[src/rtl/piso_serializer_pkg.sv]
// Shared types for the PISO serial transmitter.
// Holds the frame state encoding and divider limits.
package piso_pkg;

  typedef enum logic [1:0] {
    IDLE,
    SHIFT,
    PARITY
  } piso_state_t;

  localparam int PISO_MIN_CLK_DIV = 1;

endpackage

[src/rtl/piso_serializer_if.sv]
// Parallel word handshake into the PISO transmitter.
// master = user logic offering words, slave = serializer.
interface piso_serializer_if #(
  parameter int WIDTH = 8
);

  logic [WIDTH-1:0] in_data;
  logic             in_valid;
  logic             in_ready;

  modport master (
    output in_data,
    output in_valid,
    input  in_ready
  );

  modport slave (
    input  in_data,
    input  in_valid,
    output in_ready
  );

endinterface

[src/rtl/piso_serializer_timer.sv]
// piso_bit_timer: bit-period divider for the serializer.
// Strobe marks the last clk of each serial bit period.
module piso_bit_timer
  import piso_pkg::*;
#(
  parameter int CLK_DIV = 1
) (
  input  logic clk,
  input  logic rst,
  input  logic run,
  input  logic clear,
  output logic strobe
);

  localparam int DIV = (CLK_DIV < PISO_MIN_CLK_DIV) ?
                       PISO_MIN_CLK_DIV : CLK_DIV;
  localparam int DW = (DIV > 1) ? $clog2(DIV) : 1;
  localparam logic [DW-1:0] LAST = DW'(DIV - 1);

  logic [DW-1:0] div_q;

  assign strobe = run && (div_q == LAST);

  always_ff @(posedge clk or posedge rst) begin
    if (rst) begin
      div_q <= '0;
    end else if (clear) begin
      div_q <= '0;
    end else if (run) begin
      div_q <= strobe ? '0 : div_q + 1'b1;
    end
  end

endmodule

[src/rtl/piso_serializer.sv]
// MSB-first parallel-in/serial-out transmitter with valid/ready input.
// Define PISO_SERIALIZER_PARITY_EN to append an even-parity bit.
module piso_serializer
  import piso_pkg::*;
#(
  parameter int WIDTH   = 8,
  parameter int CLK_DIV = 1
) (
  input  logic clk,
  input  logic rst,
  input  logic ena,
  piso_serializer_if.slave bus,
  output logic ser_out,
  output logic ser_valid,
  output logic ser_strobe,
  output logic busy,
  output logic done
);

  localparam int CW = $clog2(WIDTH + 1);

  piso_state_t      state;
  piso_state_t      state_nx;
  logic [WIDTH-1:0] shreg;
  logic [CW-1:0]    bit_cnt;
  logic             done_q;
  logic             accept;
  logic             last_bit;
  logic             frame_end;
`ifdef PISO_SERIALIZER_PARITY_EN
  logic             par_q;
`endif

  assign accept       = ena && bus.in_valid && (state == IDLE);
  assign busy         = (state != IDLE);
  assign bus.in_ready = (state == IDLE);
  assign ser_valid    = busy;
  assign done         = done_q && ena;
  assign last_bit     = (bit_cnt == CW'(1));
  assign frame_end    = ser_strobe && (state_nx == IDLE);

  piso_bit_timer #(
    .CLK_DIV(CLK_DIV)
  ) u_timer (
    .clk   (clk),
    .rst   (rst),
    .run   (ena && busy),
    .clear (accept),
    .strobe(ser_strobe)
  );

  always_ff @(posedge clk or posedge rst) begin
    if (rst) state <= IDLE;
    else     state <= state_nx;
  end

  always_comb begin
    state_nx = state;
    ser_out  = 1'b0;
    unique case (state)
      IDLE: begin
        if (accept) state_nx = SHIFT;
      end
      SHIFT: begin
        ser_out = shreg[WIDTH-1];
        if (ser_strobe && last_bit)
`ifdef PISO_SERIALIZER_PARITY_EN
          state_nx = PARITY;
`else
          state_nx = IDLE;
`endif
      end
`ifdef PISO_SERIALIZER_PARITY_EN
      PARITY: begin
        ser_out = par_q;
        if (ser_strobe) state_nx = IDLE;
      end
`endif
      default: state_nx = IDLE;
    endcase
  end

  // ena=0 freezes everything, including a pending done pulse
  always_ff @(posedge clk or posedge rst) begin
    if (rst) begin
      shreg   <= '0;
      bit_cnt <= '0;
      done_q  <= 1'b0;
    end else if (ena) begin
      done_q <= frame_end;
      if (accept) begin
        shreg   <= bus.in_data;
        bit_cnt <= CW'(WIDTH);
      end else if (ser_strobe && (state == SHIFT)) begin
        shreg   <= {shreg[WIDTH-2:0], 1'b0};
        bit_cnt <= bit_cnt - 1'b1;
      end
    end
  end

`ifdef PISO_SERIALIZER_PARITY_EN
  always_ff @(posedge clk or posedge rst) begin
    if (rst)         par_q <= 1'b0;
    else if (accept) par_q <= ^bus.in_data;
  end
`endif

endmodule
[src/flat_wrapper.sv]
// flat-port wrapper written by rule: the top's interface ports become plain ports
module piso_serializer_flat import piso_pkg::*;
#(
  parameter int WIDTH   = 8,
  parameter int CLK_DIV = 1
)
  (clk, rst, ena, ser_out, ser_valid, ser_strobe, busy, done, bus_in_data, bus_in_valid, bus_in_ready);
  piso_serializer_if #(.WIDTH(WIDTH)) bus_i ();
  input  logic clk;
  input  logic rst;
  input  logic ena;
  output logic ser_out;
  output logic ser_valid;
  output logic ser_strobe;
  output logic busy;
  output logic done;
  input wire logic [$bits(bus_i.in_data)-1:0] bus_in_data;
  input wire logic [$bits(bus_i.in_valid)-1:0] bus_in_valid;
  output wire logic [$bits(bus_i.in_ready)-1:0] bus_in_ready;
  assign bus_i.in_data = bus_in_data;
  assign bus_i.in_valid = bus_in_valid;
  assign bus_in_ready = bus_i.in_ready;
  piso_serializer #(.WIDTH(WIDTH), .CLK_DIV(CLK_DIV)) u_core (.clk(clk), .rst(rst), .ena(ena), .bus(bus_i), .ser_out(ser_out), .ser_valid(ser_valid), .ser_strobe(ser_strobe), .busy(busy), .done(done));
endmodule
[config.mk]
export PLATFORM = sky130hd
export DESIGN_NAME = piso_serializer_flat
export DESIGN_NICKNAME = d
export VERILOG_FILES = /design/src/rtl/piso_serializer_pkg.sv /design/src/rtl/piso_serializer_if.sv /design/src/rtl/piso_serializer_timer.sv /design/src/rtl/piso_serializer.sv /design/src/flat_wrapper.sv
export SDC_FILE = /design/constraint.sdc
export NUM_CORES = 1
export LEC_CHECK = 0
export BUFFER_PORTS_ARGS = -buffer_cell sky130_fd_sc_hd__buf_2
export CAP_MARGIN = 5
export CELL_PAD_IN_SITES_DETAIL_PLACEMENT = 2
export CELL_PAD_IN_SITES_GLOBAL_PLACEMENT = 2
export CORE_MARGIN = 5
export CORE_UTILIZATION = 30
export DETAILED_ROUTE_END_ITERATION = 10
export PLACE_DENSITY = 0.7
export SLEW_MARGIN = 0
export SYNTH_ARGS = -nofsm -noshare
export SYNTH_HDL_FRONTEND = slang
export SYNTH_HIERARCHICAL = 1
export SYNTH_SLANG_ARGS = --single-unit
[constraint.sdc]
create_clock -name clk -period 2.2 [get_ports clk]
set_input_delay 0 -clock clk [delete_from_list [all_inputs] [get_ports clk]]
set_output_delay 0 -clock clk [all_outputs]
set_load 0.01 [all_outputs]
==> metrics.yaml <==
outcome:
  outcome: "finished clean"
yosys:
  yosysWarnings: 6
  synth_nets: 94
  synth-edff-count: 0
  async_flop_share_pct: 100
  syn_area_um2: 820
  yosysUniqueCellTypes: 29
  syn_inst: 80
  synthFlopType: "dfrtp_1"
  avgSynthCellArea_um2: 10.2
  yosysSeqAreaShare_pct: 48.9
  ys_ff_latch: 16
floorplanning:
  rows: 19
  initial_core_util_pct: 30.5
  die_x_um: 62.3
  pin_count: 18
  fp.dieArea_mm2: 0.00388
  core_area_mm2: 0.00269
  dieHeight_um: 62.3
clocking:
  cts_setup_buffers: 0
  clock-root-buffer: "clkbuf_4"
  cts_tree: "built"
  clkSlewWorstSetupHoldPaths_ps: 100
  h-tree-depth: 1
  cts.repair.resized: 0
  clkSinkCount: 16
  cts_made_buffers: 3
  clk_latency_ps: 280
  cts_max_path_buffers: 2
placement:
  portBuffers: 17
  dp_slack_ps: 216
  place_hpwl_mm: 1.38
  gp_congestion: 0.683
timing:
  fin_ws_ps: 234
  fmaxAchievable_mhz: 509
  relSlewSlack_pct: 61.6
  setup_viol: 0
  hold_viol: 0
  rsz0062_at_grt: "false"
  fin_setup_tns_ps: 0
  worst_slew_pin_slew_ps: 575
  maxSlewViolCount: 0
  fin_crit_ps: 1970
  skew_ps: 8.68
  fin_crit_sh_pct: 89.3
detailed_routing:
  drt_iter0_markers: 13
  dr_wl_met3_um: 117
  ant_nets: 0
  dr_wl_met2_um: 958
  first_pass_iters: 2
  drt-met1-wl_um: 770
  drc: 0
  highest_layer: "met4"
  viasPerCell: 4.72
  wl_per_cell_um: 13.5
  vias: 652
  drt-total-wl_mm: 1.87
worst_setup_path:
  regToRegStartpoint: "u_core/state[0]$_DFF_PP0_"
  worstReg2RegEnd: "u_core/bit_cnt[3]$_DFFE_PP0P_"
  crit_path_cell_trace: "or2_2 > and2_1 > and2b_2 > nand4b_4 > nor3_1 > or3b_1"
  worst_setup_path_end_kind: "flop"
  crit_arrival_ps: 2140
  critPathKind: "reg -> reg"
  r2r_cells: 6
  crit_path_start_kind: "flop"
  rrSetupSlack_ps: 230
  cp_data_required_time_ps: 2380
  worst_path_max_delay_cell: "dfrtp_1"
  critPathMaxFanout: 15
  critical_path.max_stage_delay_ps: 440
grt:
  grt-ovfl-total: 0
  grt_pass1_wl_mm: 3.13
  grt_pass1_vias: 695
  grt_max_degree: 23
  antenna_found_initial: 0
  track_usage_pct: 10.2
power_and_ir_drop:
  total_leakage_power_nw: 0.552
  ir_worst_vdd_uv: 238
  p_per_area_mw_per_mm2: 683
min_path:
  hp-class: "in -> async"
cells_and_area:
  diodes: 0
  final_layout_size_suffix_gt1_share_pct: 26.2
  ff_latch_area_um2: 400
  final_common_cell: "buf_2"
  final_core_util_pct: 39.3
  n_fill_cell: 311
  multi_input_area_um2: 364
  area_growth_pct: 28.7
  fin_nets: 122
  final_cell_mix: "buf_2, dfrtp_1, nand2_1, dlygate4sd3_1"
flow_run:
  drv_cap: 0
==> power by group <==
group	internal, mW	switching [mW]	total [mW]
clock	0.101	0.0954	0.196
sequential	0.342	0.0324	0.375
combinational	0.0765	0.0735	0.150
==> registers in the layout, indices dropped and copies added (netlist names) <==
name	flops
u_core/shreg	8
u_core/u_timer/div_q	1
u_core/done_q	1
u_core/state	2
u_core/bit_cnt	4
==> per-stage QoR <==
stage               cell area (um^2)  hold WS (ps)  std cells  power [mW]
finish                          1050           113        138       0.721
global route                    1050          87.8        138       0.781
CTS                             1050          85.9        138       0.736
detailed placement               918          -152        124       0.523
global placement                 918          -157        124       0.510
floorplan                        820          -271         80       0.470
==> synth_stat cells, drive strengths merged, types with 2 or more instances <==
cell,count,share of area (%)
nand2,11,5.0
o21ai,10,6.6
dfrtp,16,49
inv,8,3.7
or3,2,2.1
and2,2,1.5
nor2,2,0.92
mux2i,7,8.5
a21oi,2,1.2
ha,2,3.1
or2,2,1.5
buf,4,3.1
==> logic make-up after synthesis <==
logic type	synth area share [%]
mux	8.55
compound gates	9.47
simple gates	21.8
buf+inv	6.72
flops	48.9
fa+ha+maj	3.05
other cells	0.458
xor+xnor	1.07
==> layer usage <==
metal | track usage (%) | vias to the layer above
li1 | - | 316
met1 | 10.9 | 318
met2 | 18.3 | 16
met3 | 3.42 | 2
met4 | 3.98 | 0
met5 | 0 | -
==> critical path, delay by kind of cell (launching register included) <==
family | cells | cell delay (ps)
AND/OR/NAND/NOR | 6 | 1420
flip-flops | 1 | 440
==> repair_timing <==
item | in CTS | in global routing
endpoints found under the setup margin | 0 | 0
endpoints found under the hold margin | 25 | 0
hold buffers | 10 | 0
==> how the worst max path moves through the flow <==
stage | to | cells after the start | from
6_report | u_core/bit_cnt[3]$_DFFE_PP0P_ | 6 | u_core/state[0]$_DFF_PP0_
5_1_grt | u_core/bit_cnt[3]$_DFFE_PP0P_ | 6 | u_core/state[0]$_DFF_PP0_
4_1_cts | u_core/bit_cnt[3]$_DFFE_PP0P_ | 6 | u_core/state[0]$_DFF_PP0_
3_5_place_dp | u_core/bit_cnt[3]$_DFFE_PP0P_ | 6 | u_core/state[0]$_DFF_PP0_
3_3_place_gp | u_core/bit_cnt[3]$_DFFE_PP0P_ | 6 | u_core/state[0]$_DFF_PP0_
2_1_floorplan | u_core/shreg[1]$_DFFE_PP0P_ | 7 | u_core/state[0]$_DFF_PP0_
==> layout make-up <==
type | count | share of cell area, %
timing repair buffer | 27 | 17.6
clock buffer | 4 | 3.44
inverter | 8 | 2.85
multi-input combinational | 52 | 34.5
tap | 31 | 3.68
sequential | 16 | 38.0
Power figures use the tool's default switching activity.
